**src/rtl/wishbone_power_sequencer.sv**
```systemverilog
// Wishbone slave that applies requested per-daughter power/drive states one daughter at a time with settle waits.
// Optional fault inputs, 2-FF synchronised, are enabled by defining WB_POWER_FAULT_EN.
module wishbone_power_sequencer #(
  parameter int NUM_DAUGHTERS  = 4,
  parameter int SETTLE_DEFAULT = 100,
  parameter int PRESCALE_LOG2  = 10
) (
  input  logic                       clk_i,
  input  logic                       rst_i,
  input  logic                       cyc_i,
  input  logic                       stb_i,
  input  logic                       wr_i,
  input  logic [15:0]                adr_i,
  input  logic [7:0]                 dat_i,
  output logic [7:0]                 dat_o,
  output logic                       ack_o,
  output logic                       err_o,
  output logic                       rty_o,
  output logic [4*NUM_DAUGHTERS-1:0] power_o,
  output logic [4*NUM_DAUGHTERS-1:0] drive_o,
`ifdef WB_POWER_FAULT_EN
  input  logic [NUM_DAUGHTERS-1:0]   fault_i,
`endif
  output logic                       busy_o
);

  localparam int         MAXD = 8;
  localparam int         CW   = 8 + PRESCALE_LOG2;
  localparam logic [2:0] LAST = 3'(NUM_DAUGHTERS - 1);

  typedef enum logic [2:0] {
    S_IDLE, S_SNAP, S_DRV_OFF, S_PWR, S_DRV_ON, S_NEXT, S_WAIT
  } state_t;

  state_t               state, state_nx, ret, ret_nx;
  logic [7:0]           req [MAXD];
  logic [MAXD-1:0][3:0] pwr_app, drv_app;
  logic [7:0]           snap, settle, rd;
  logic [2:0]           idx, idx_nx, pick;
  logic [3:0]           j;
  logic [CW-1:0]        cnt;
  logic [MAXD-1:0]      fault_s, mism;
  logic [7:0]           fault_reg;
  logic                 we, any_mism;
  logic                 snap_ld, drv_off_ld, pwr_ld, drv_on_ld, cnt_ld;
  logic [3:0]           snap_eff, cur_drv, cur_pwr, drv_off_val, pwr_new_on;
  logic                 unused_ok;

  assign we          = cyc_i & stb_i & wr_i;
  assign ack_o       = cyc_i & stb_i;
  assign err_o       = 1'b0;
  assign rty_o       = 1'b0;
  assign busy_o      = (state != S_IDLE);
  assign power_o     = pwr_app[NUM_DAUGHTERS-1:0];
  assign drive_o     = drv_app[NUM_DAUGHTERS-1:0];
  assign dat_o       = rd;
  assign unused_ok   = &{1'b0, adr_i[15:4]};

  assign snap_eff    = snap[7:4] & snap[3:0];
  assign cur_drv     = drv_app[idx];
  assign cur_pwr     = pwr_app[idx];
  assign drv_off_val = cur_drv & snap_eff;
  assign pwr_new_on  = snap[3:0] & ~cur_pwr;

`ifdef WB_POWER_FAULT_EN
  logic [NUM_DAUGHTERS-1:0] f_meta, f_sync;

  always_ff @(posedge clk_i or posedge rst_i) begin
    if (rst_i) begin
      f_meta    <= '0;
      f_sync    <= '0;
      fault_reg <= '0;
    end else begin
      f_meta <= fault_i;
      f_sync <= f_meta;
      for (int d = 0; d < NUM_DAUGHTERS; d++) begin
        // A fault arriving in the same cycle as a clear stays latched.
        if (we && adr_i[3:0] == 4'h9 && dat_i[d]) fault_reg[d] <= 1'b0;
        if (fault_s[d]) fault_reg[d] <= 1'b1;
      end
    end
  end

  assign fault_s = MAXD'(f_sync);
`else
  assign fault_s   = '0;
  assign fault_reg = '0;
`endif

  always_comb begin
    for (int d = 0; d < MAXD; d++) begin
      mism[d] = (d < NUM_DAUGHTERS) &&
                ((pwr_app[d] != req[d][3:0]) || (drv_app[d] != (req[d][7:4] & req[d][3:0])));
    end
  end

  // Walk offsets from the highest down so the nearest slot at or after idx wins.
  always_comb begin
    any_mism = 1'b0;
    pick     = idx;
    j        = '0;
    for (int k = NUM_DAUGHTERS - 1; k >= 0; k--) begin
      j = {1'b0, idx} + 4'(k);
      if (j >= 4'(NUM_DAUGHTERS)) j = j - 4'(NUM_DAUGHTERS);
      if (mism[j[2:0]]) begin
        any_mism = 1'b1;
        pick     = j[2:0];
      end
    end
  end

  always_ff @(posedge clk_i or posedge rst_i) begin
    if (rst_i) begin
      state <= S_IDLE;
      ret   <= S_IDLE;
    end else begin
      state <= state_nx;
      ret   <= ret_nx;
    end
  end

  always_comb begin
    state_nx   = state;
    ret_nx     = ret;
    idx_nx     = idx;
    snap_ld    = 1'b0;
    drv_off_ld = 1'b0;
    pwr_ld     = 1'b0;
    drv_on_ld  = 1'b0;
    cnt_ld     = 1'b0;
    case (state)
      S_IDLE: begin
        if (any_mism) begin
          idx_nx   = pick;
          state_nx = S_SNAP;
        end
      end
      S_SNAP: begin
        snap_ld  = 1'b1;
        state_nx = S_DRV_OFF;
      end
      S_DRV_OFF: begin
        drv_off_ld = 1'b1;
        if (drv_off_val != cur_drv) begin
          cnt_ld   = 1'b1;
          ret_nx   = S_PWR;
          state_nx = S_WAIT;
        end else begin
          state_nx = S_PWR;
        end
      end
      S_PWR: begin
        pwr_ld = 1'b1;
        if (|pwr_new_on) begin
          cnt_ld   = 1'b1;
          ret_nx   = S_DRV_ON;
          state_nx = S_WAIT;
        end else begin
          state_nx = S_DRV_ON;
        end
      end
      S_DRV_ON: begin
        drv_on_ld = 1'b1;
        state_nx  = S_NEXT;
      end
      S_NEXT: begin
        idx_nx   = (idx == LAST) ? 3'd0 : idx + 3'd1;
        state_nx = S_IDLE;
      end
      S_WAIT: begin
        if (cnt <= CW'(1)) state_nx = ret;
      end
      default: state_nx = S_IDLE;
    endcase
    if (fault_s[idx] && state != S_IDLE && state != S_NEXT) begin
      state_nx   = S_NEXT;
      snap_ld    = 1'b0;
      drv_off_ld = 1'b0;
      pwr_ld     = 1'b0;
      drv_on_ld  = 1'b0;
      cnt_ld     = 1'b0;
    end
  end

  always_ff @(posedge clk_i or posedge rst_i) begin
    if (rst_i) begin
      for (int d = 0; d < MAXD; d++) req[d] <= '0;
      pwr_app <= '0;
      drv_app <= '0;
      snap    <= '0;
      settle  <= 8'(SETTLE_DEFAULT);
      idx     <= '0;
      cnt     <= '0;
    end else begin
      idx <= idx_nx;
      if (snap_ld) snap <= req[idx];
      // The count is captured on WAIT entry, so SETTLE writes only affect later waits.
      if (cnt_ld) cnt <= CW'(settle) << PRESCALE_LOG2;
      else if (state == S_WAIT && cnt != '0) cnt <= cnt - 1'b1;
      if (drv_off_ld) drv_app[idx] <= drv_off_val;
      if (pwr_ld) pwr_app[idx] <= snap[3:0];
      if (drv_on_ld) drv_app[idx] <= snap_eff;
      if (we && adr_i[3:0] == 4'hA) settle <= dat_i;
      for (int d = 0; d < MAXD; d++) begin
        if (d < NUM_DAUGHTERS) begin
          if (we && adr_i[3:0] == 4'(d) && !fault_s[d]) req[d] <= dat_i;
          if (fault_s[d]) begin
            req[d]     <= '0;
            pwr_app[d] <= '0;
            drv_app[d] <= '0;
          end
        end
      end
    end
  end

  always_comb begin
    rd = '0;
    for (int d = 0; d < NUM_DAUGHTERS; d++) begin
      if (adr_i[3:0] == 4'(d)) rd = req[d];
    end
    case (adr_i[3:0])
      4'h8:    rd = {4'b0, idx, busy_o};
      4'h9:    rd = fault_reg;
      4'hA:    rd = settle;
      default: ;
    endcase
  end

endmodule

```
**config.mk**
```make
export PLATFORM = sky130hd
export DESIGN_NAME = wishbone_power_sequencer
export DESIGN_NICKNAME = d
export VERILOG_FILES = /design/src/rtl/wishbone_power_sequencer.sv
export SDC_FILE = /design/constraint.sdc
export NUM_CORES = 1
export LEC_CHECK = 0
export BUFFER_PORTS_ARGS = -buffer_cell sky130_fd_sc_hd__buf_2
export CORE_ASPECT_RATIO = 1.1
export CORE_MARGIN = 1
export CORE_UTILIZATION = 35
export DETAILED_ROUTE_END_ITERATION = 10
export HOLD_SLACK_MARGIN = 0.06
export SETUP_SLACK_MARGIN = 0.3
export SYNTH_ARGS = -nofsm -noshare
export SYNTH_HDL_FRONTEND = slang
export SYNTH_SLANG_ARGS = --single-unit
```
**constraint.sdc**
```tcl
create_clock -name clk_i -period 8.63 [get_ports clk_i]
set_clock_uncertainty 0.15 [all_clocks]
set_input_delay 0.4315 -clock clk_i [delete_from_list [all_inputs] [get_ports clk_i]]
set_output_delay 0.4315 -clock clk_i [all_outputs]
set_load 0.005 [all_outputs]
```
Word-level counts from Yosys, hierarchy flattened
Memory sizes are Yosys's and may differ from the RTL's.
Index checks and enable logic that the tools add are counted.
{"block": "classes", "order_cmp": 12, "n_mux": 66, "eq_ne": 29, "n_addsub": 9, "bitwise": 11, "n_reduce_logical": 24}
{"operator": "$bwmux W32", "count": 3}
{"operator": "$mux W32", "count": 2}
{"operator": "$mux W3", "count": 16}
{"operator": "$mux W8", "count": 6}
{"operator": "$mux W18", "count": 2}
{"operator": "$ne A4 B4 Y1", "count": 9}
{"operator": "$and A4 B4 Y4", "count": 7}
{"operator": "$bmux W4 S3", "count": 2}
{"operator": "$bmux W8 S3", "count": 1}
{"operator": "$pmux W8 S3", "count": 1}
{"operator": "$lt A3 B4 Y1 const B", "count": 5}
{"operator": "$mux W1", "count": 20}
{"operator": "$le A18 B1 Y1 const B", "count": 1}
{"operator": "$pmux W3 S6", "count": 1}
{"operator": "$reduce_bool A18 Y1", "count": 1}
{"operator": "$sub A18 B1 Y18 const B", "count": 1}
{"operator": "$bmux W1 S3", "count": 4}
{"operator": "$demux W4 S3", "count": 1}
{"operator": "$eq A4 B4 Y1 const B", "count": 3}
{"operator": "$ge A4 B3 Y1 const B", "count": 3}
{"operator": "$mux W4", "count": 3}
{"operator": "$pmux W3 S2", "count": 2}
{"operator": "$sub A3 B3 Y3 const B", "count": 4}
{"operator": "$eq A3 B2 Y1 const B", "count": 3}
{"operator": "27 further kinds", "count": 50}
{"block": "totals", "in_bits": 29, "n_memories": 1, "ff_bits": 139, "mem_bits_ro": 8}
{"memory": "(name not given)", "depth": 8, "word_bits": 1, "rd": 1, "rd_clocked_by_memory_dff": 0, "write_ports": 0, "line": "175", "text": "if (fault_s[idx] && state != S_IDLE && state != S_NEXT) begin"}

Logic depth before layout (Yosys ltp)
{"block": "depth", "depth_word": 12, "mapped_depth": 12, "mapped_depth_nobuf": 8}

Least setup slack after synthesis
Ideal clock, no wire load.
{"block": "synth_path", "path_kind": "register -> register", "startpoint": "register idx[1]", "endpoint": "register cnt[15]", "n_path_buf": 1, "required_time_ns": 8.362, "setup_slack_ns": 5.922, "t_arrival_ns": 2.440, "path_stages_with_launch": 10, "setup_ns": 0.118, "path_cell_list": "dfrtp_1 -> buf_6 -> and3b_1 -> a311o_1 -> a22oi_2 -> nor2_1 -> or4_4 -> a21o_1 -> a22o_1 -> a21o_1"}
{"block": "synth_via", "elab_chain_len": 9, "word_cells_on_any_way": 19}
{"element": "start, declared", "line": "39", "text": "logic [2:0] idx, idx_nx, pick;"}
{"element": "start signal, assigned", "line": "195", "text": "idx <= idx_nx;"}
{"element": "$bmux W4 S3", "line": "61", "text": "assign cur_pwr = pwr_app[idx];"}
{"element": "$mux W4 (not written as such)", "line": "61"}
{"element": "$not A4 Y4", "line": "63", "text": "assign pwr_new_on = snap[3:0] & ~cur_pwr;"}
{"element": "$and A4 B4 Y4", "line": "63"}
{"element": "$reduce_or A4 Y1", "line": "154", "text": "if (|pwr_new_on) begin"}
{"element": "$mux W1", "line": "154"}
{"element": "$pmux W1 S2", "line": "131", "text": "case (state)"}
{"element": "$mux W1 *", "line": "175"}
{"element": "$mux W18 or $reduce_bool A2 Y1 (tied branches)"}
{"element": "end signal, assigned", "line": "198", "text": "if (cnt_ld) cnt <= CW'(settle) << PRESCALE_LOG2;"}
{"element": "end signal, assigned", "line": "199", "text": "else if (state == S_WAIT && cnt != '0) cnt <= cnt - 1'b1;"}
{"element": "end, declared", "line": "41", "text": "logic [CW-1:0] cnt;"}
Every way passes the cells marked *; elsewhere a longest branch is shown, timed or not. The select of a mux whose other input is x is not followed.
A chain may end at the register's enable or synchronous reset.

Worst setup path after layout
{"block": "layout_path", "startpoint": "register idx[2]", "endpoint": "register cnt[15]"}
The elaborated chain is that of the path after synthesis.

==> qor.csv <==
stage;metric;value;unit
floorplan;fp.coreArea;0.02204;mm²
hold_path;hold_path_class;input port to flip-flop;
yosys;synthFlopType;dfrtp_1;
yosys;syn_inst;782;
place;hpwl;15430;µm
timing;hold_violations;0;
setup_path;cp_cell_sequence;buf_4, clkinv_1, a221o_1, a22oi_2, nor2_1, or4_4, a21o_1, a22o_1, a21o_1;
global_route;grt_max_degree;75;
setup_path;worst-path-buf-inv;2;
power_and_ir_drop;powerDensity;321.4;mW/mm²
power_and_ir_drop;leakagePower;0.003871;µW
routing;drt-total-wl;21880;µm
yosys;yosys.area.top_type;dfrtp_1;
routing;ant_nets;0;
setup_path;slowest_delay;0.67;ns
routing;vias;6167;
run;maxCapViolCount;0;
routing;wl_per_cell;19.78;µm
final_layout;nNetsFinal;834;
clocking;cts.sinks;138;
yosys;syn_avg_cell_area;10.05;µm²
clocking;cts_buffers;17;
clocking;cts.reportedPaths.clkPinSlew;0.06;ns
yosys;synth_cell_types;66;
timing;post-route-period-util;0.4597;
floorplan;io_pins;73;
power_and_ir_drop;power_frac_comb;0.369;
floorplan;start_util;0.3566;
routing;firstDrtPassIters;5;
power_and_ir_drop;p_int;1664;µW
clocking;insertion_delay;0.42;ns
clocking;cts_root_buf;clkbuf_16;
setup_path;arrival;4.12;ns
global_route;grt_use_total;0.2015;
yosys;synth_top_family_by_area;multiplexers;
clocking;cts_tree;done;
timing;drv_slew;0;
clocking;ctsHtreeMaxLevel;4;
place;port_buffers;58;
setup_path;critPathTopFamily;compound AO/OA/AOI/OAI gates;
final_layout;final_util;0.3979;
power_and_ir_drop;switching_power;1154;µW
setup_path;cp.required;8.79;ns
place;routabilityCongestion;0.8561;
floorplan;row_count;57;
timing;slew_headroom;0.3461;
yosys;async_flop_share;1.000;
final_layout;finalInstanceArea;0.008768;mm²
hold_path;min_path_cells;2;
global_route;overflow;0;
global_route;grt_pass1_wl;34810;µm
global_route;antenna_found_initial;0;
final_layout;fill_cells;2185;
power_and_ir_drop;irDropWorstVdd;0.0001589;V
hold_path;hold_end;settle[7]$_DFFE_PP0P_;
yosys;synth-compound-area-share;0.1282;
final_layout;multi_input_area;0.003939;mm²
setup_path;path_max_fanout;48;
final_layout;num_antenna_cells;0;
setup_path;endpoint_kind;flip-flop;
setup_path;ff2ff_path_depth;9;
yosys;synth_adder_area_share;0.01115;
timing;max_freq;252.1;MHz
routing;drc_errors;0;
timing;setup_tns;0;ns
yosys;synth.yosys.seq_area_share;0.4400;
yosys;synth_edf_count;0;
setup_path;rrSetupSlack;4.66;ns
yosys;ys_warn_count;32;
routing;drtIter0Drc;500;
power_and_ir_drop;clkPwrFrac;0.260;
yosys;synthTopCellsByArea;dfrtp_1 43%, mux2_2 10%, nand2_1 4.1%;
yosys;synth_simple_gate_area_frac;0.1529;
setup_path;r2r_start;idx[2]$_DFFE_PP0P_;
yosys;netlist.area_leader.share;0.4299;
yosys;muxShareOfSynthArea;0.1803;
timing;setup_viol;0;
yosys;synth_most_common_cell;dfrtp_1;
timing;rsz0062_at_grt;false;
setup_path;critPathLaunchType;flip-flop;
timing;hold_slack;0.1800;ns
routing;vias_per_cell;5.576;
final_layout;final_layout_size_suffix_gt1_frac;0.2404;
clocking;clock_path_buffers;2;
clocking;post_cts_buffers;0;
final_layout;area_growth;11.59;%
clocking;ctsResizeCount;0;
run_status;outcome;completed;
setup_path;path_class;flip-flop to flip-flop;
power_and_ir_drop;switching_share;0.4094;
floorplan;die_h;159.1;µm
yosys;synth_top_cells_by_count;135 x dfrtp_1, 85 x nand2_1, 72 x mux2_2;
setup_path;r2r-end;cnt[15]$_DFFE_PP0P_;
floorplan;die_width;144.9;µm
timing;tightest_slew;0.9799;ns
floorplan;dieArea;0.02305;mm²
final_layout;layout.area.seq;0.003458;mm²
setup_path;cpMostUsedCell;a21o_1;
hold_path;hp-start;dat_i[7];
global_route;grt_pass1_vias;5927;
yosys;netlist_area;0.007858;mm²
timing;min_period;3.967;ns
place;placed_area;0.008170;mm²
power_and_ir_drop;power_frac_seq;0.371;
yosys;synth_xor_xnor_area_share;0.02787;
setup_path;slowest_stage;clkinv_1;
yosys;ys_ff_latch;138;
worst register-to-register path: stages (launching register included):
cell and delay, ns:
dfrtp_1 0.32, buf_4 0.42, clkinv_1 0.69, a221o_1 0.52, a22oi_2 0.18, nor2_1 0.07, or4_4 0.54, a21o_1 0.48
a22o_1 0.35, a21o_1 0.15
cell type report:
type | count | share of cell area
Clock buffer | 18 | 0.04894
Tap cell | 295 | 0.04209
Timing Repair Buffer | 66 | 0.04024
Multi-Input combinational cell | 560 | 0.4492
Inverter | 15 | 0.006992
Clock inverter | 14 | 0.01812
Sequential cell | 138 | 0.3944
cells in the final DEF (no fill, tap or decap), types with 7 or more instances in the layout:
cell       synthesis  layout
dfrtp_1          135     134
nand2_1           85      85
mux2_2            72      72
nor2_1            67      67
buf_2              9      58
o21ai_0           52      52
a21oi_1           38      38
mux2i_1           26      26
nor3_1            25      25
nand3_1           19      19
xnor2_1           19      19
clkbuf_16          0      17
mux4_2            13      13
a31oi_1           13      13
inv_1             12      11
and3_1            11      11
nand2b_1           9       9
a22o_1             9       9
inv_6              0       7
ha_1               7       7
buf_4             34       7
cells by family after synthesis:
| logic type | count (synthesis) |
|---|---|
| adder cells (fa/ha/maj) | 7 |
| multiplexers | 113 |
| AND/OR/NAND/NOR | 257 |
| other | 1 |
| XOR/XNOR | 25 |
| AO/OA/AOI/OAI | 156 |
| buffers and inverters | 85 |
| flip-flops | 138 |
per-stage QoR:
| step | power [µW] | instances | setup WS [ns] |
|---|---|---|---|
| after global routing | 2999 | 1106 | 4.456 |
| final | 2818 | 1106 | 4.663 |
| after detailed placement | 2083 | 1073 | 4.693 |
| after global placement | 2065 | 1073 | 4.771 |
| after floorplan | 1801 | 783 | 4.357 |
| after CTS | 2822 | 1106 | 4.672 |
layer usage:
| metal | vias to the layer above | share of wire | track usage |
|---|---|---|---|
| met1 | 3095 | 0.44 | 0.2874 |
| met3 | 18 | 0.064 | 0.03248 |
| met5 | - | 0 | 0 |
| met4 | 0 | 0.012 | 0.05215 |
| met2 | 223 | 0.48 | 0.3160 |
| li1 | 2831 | - | - |
sequential cells by signal, summed over array words and instances (netlist names):
| name | count |
|---|---|
| pwr_app | 16 |
| drive_o | 16 |
| cnt | 18 |
| drv_app | 16 |
| idx | 3 |
| snap | 8 |
| power_o | 16 |
| ret | 2 |
| settle | 8 |
| state | 3 |
| req | 32 |
what timing repair did:
item / 4_1_cts / 5_1_grt
endpoints found under the hold margin: 64 / 0
hold buffers: 1 / 0
endpoints found under the setup margin: 0 / 0
worst max-delay path by stage:
stage | cells past startpoint | slack [ns] | end | start
after CTS | 9 | 4.67 | cnt[0]$_DFFE_PP0P_ | idx[2]$_DFFE_PP0P_
final | 9 | 4.66 | cnt[15]$_DFFE_PP0P_ | idx[2]$_DFFE_PP0P_
after floorplan | 1 | 4.36 | cnt[0]$_DFFE_PP0P_ | rst_i
after global placement | 9 | 4.77 | cnt[15]$_DFFE_PP0P_ | idx[2]$_DFFE_PP0P_
after detailed placement | 9 | 4.69 | cnt[0]$_DFFE_PP0P_ | idx[2]$_DFFE_PP0P_
after global routing | 9 | 4.46 | cnt[0]$_DFFE_PP0P_ | idx[2]$_DFFE_PP0P_
power groups by stage:
stage               sequential [µW]  clock, µW  combinational (µW)
finish                         1050        732                1040
global route                   1060        773                1160
CTS                            1040        744                1040
detailed placement             1050          0                1030
global placement               1050          0                1020
floorplan                       923          0                 878
Power figures use the tool's default switching activity.
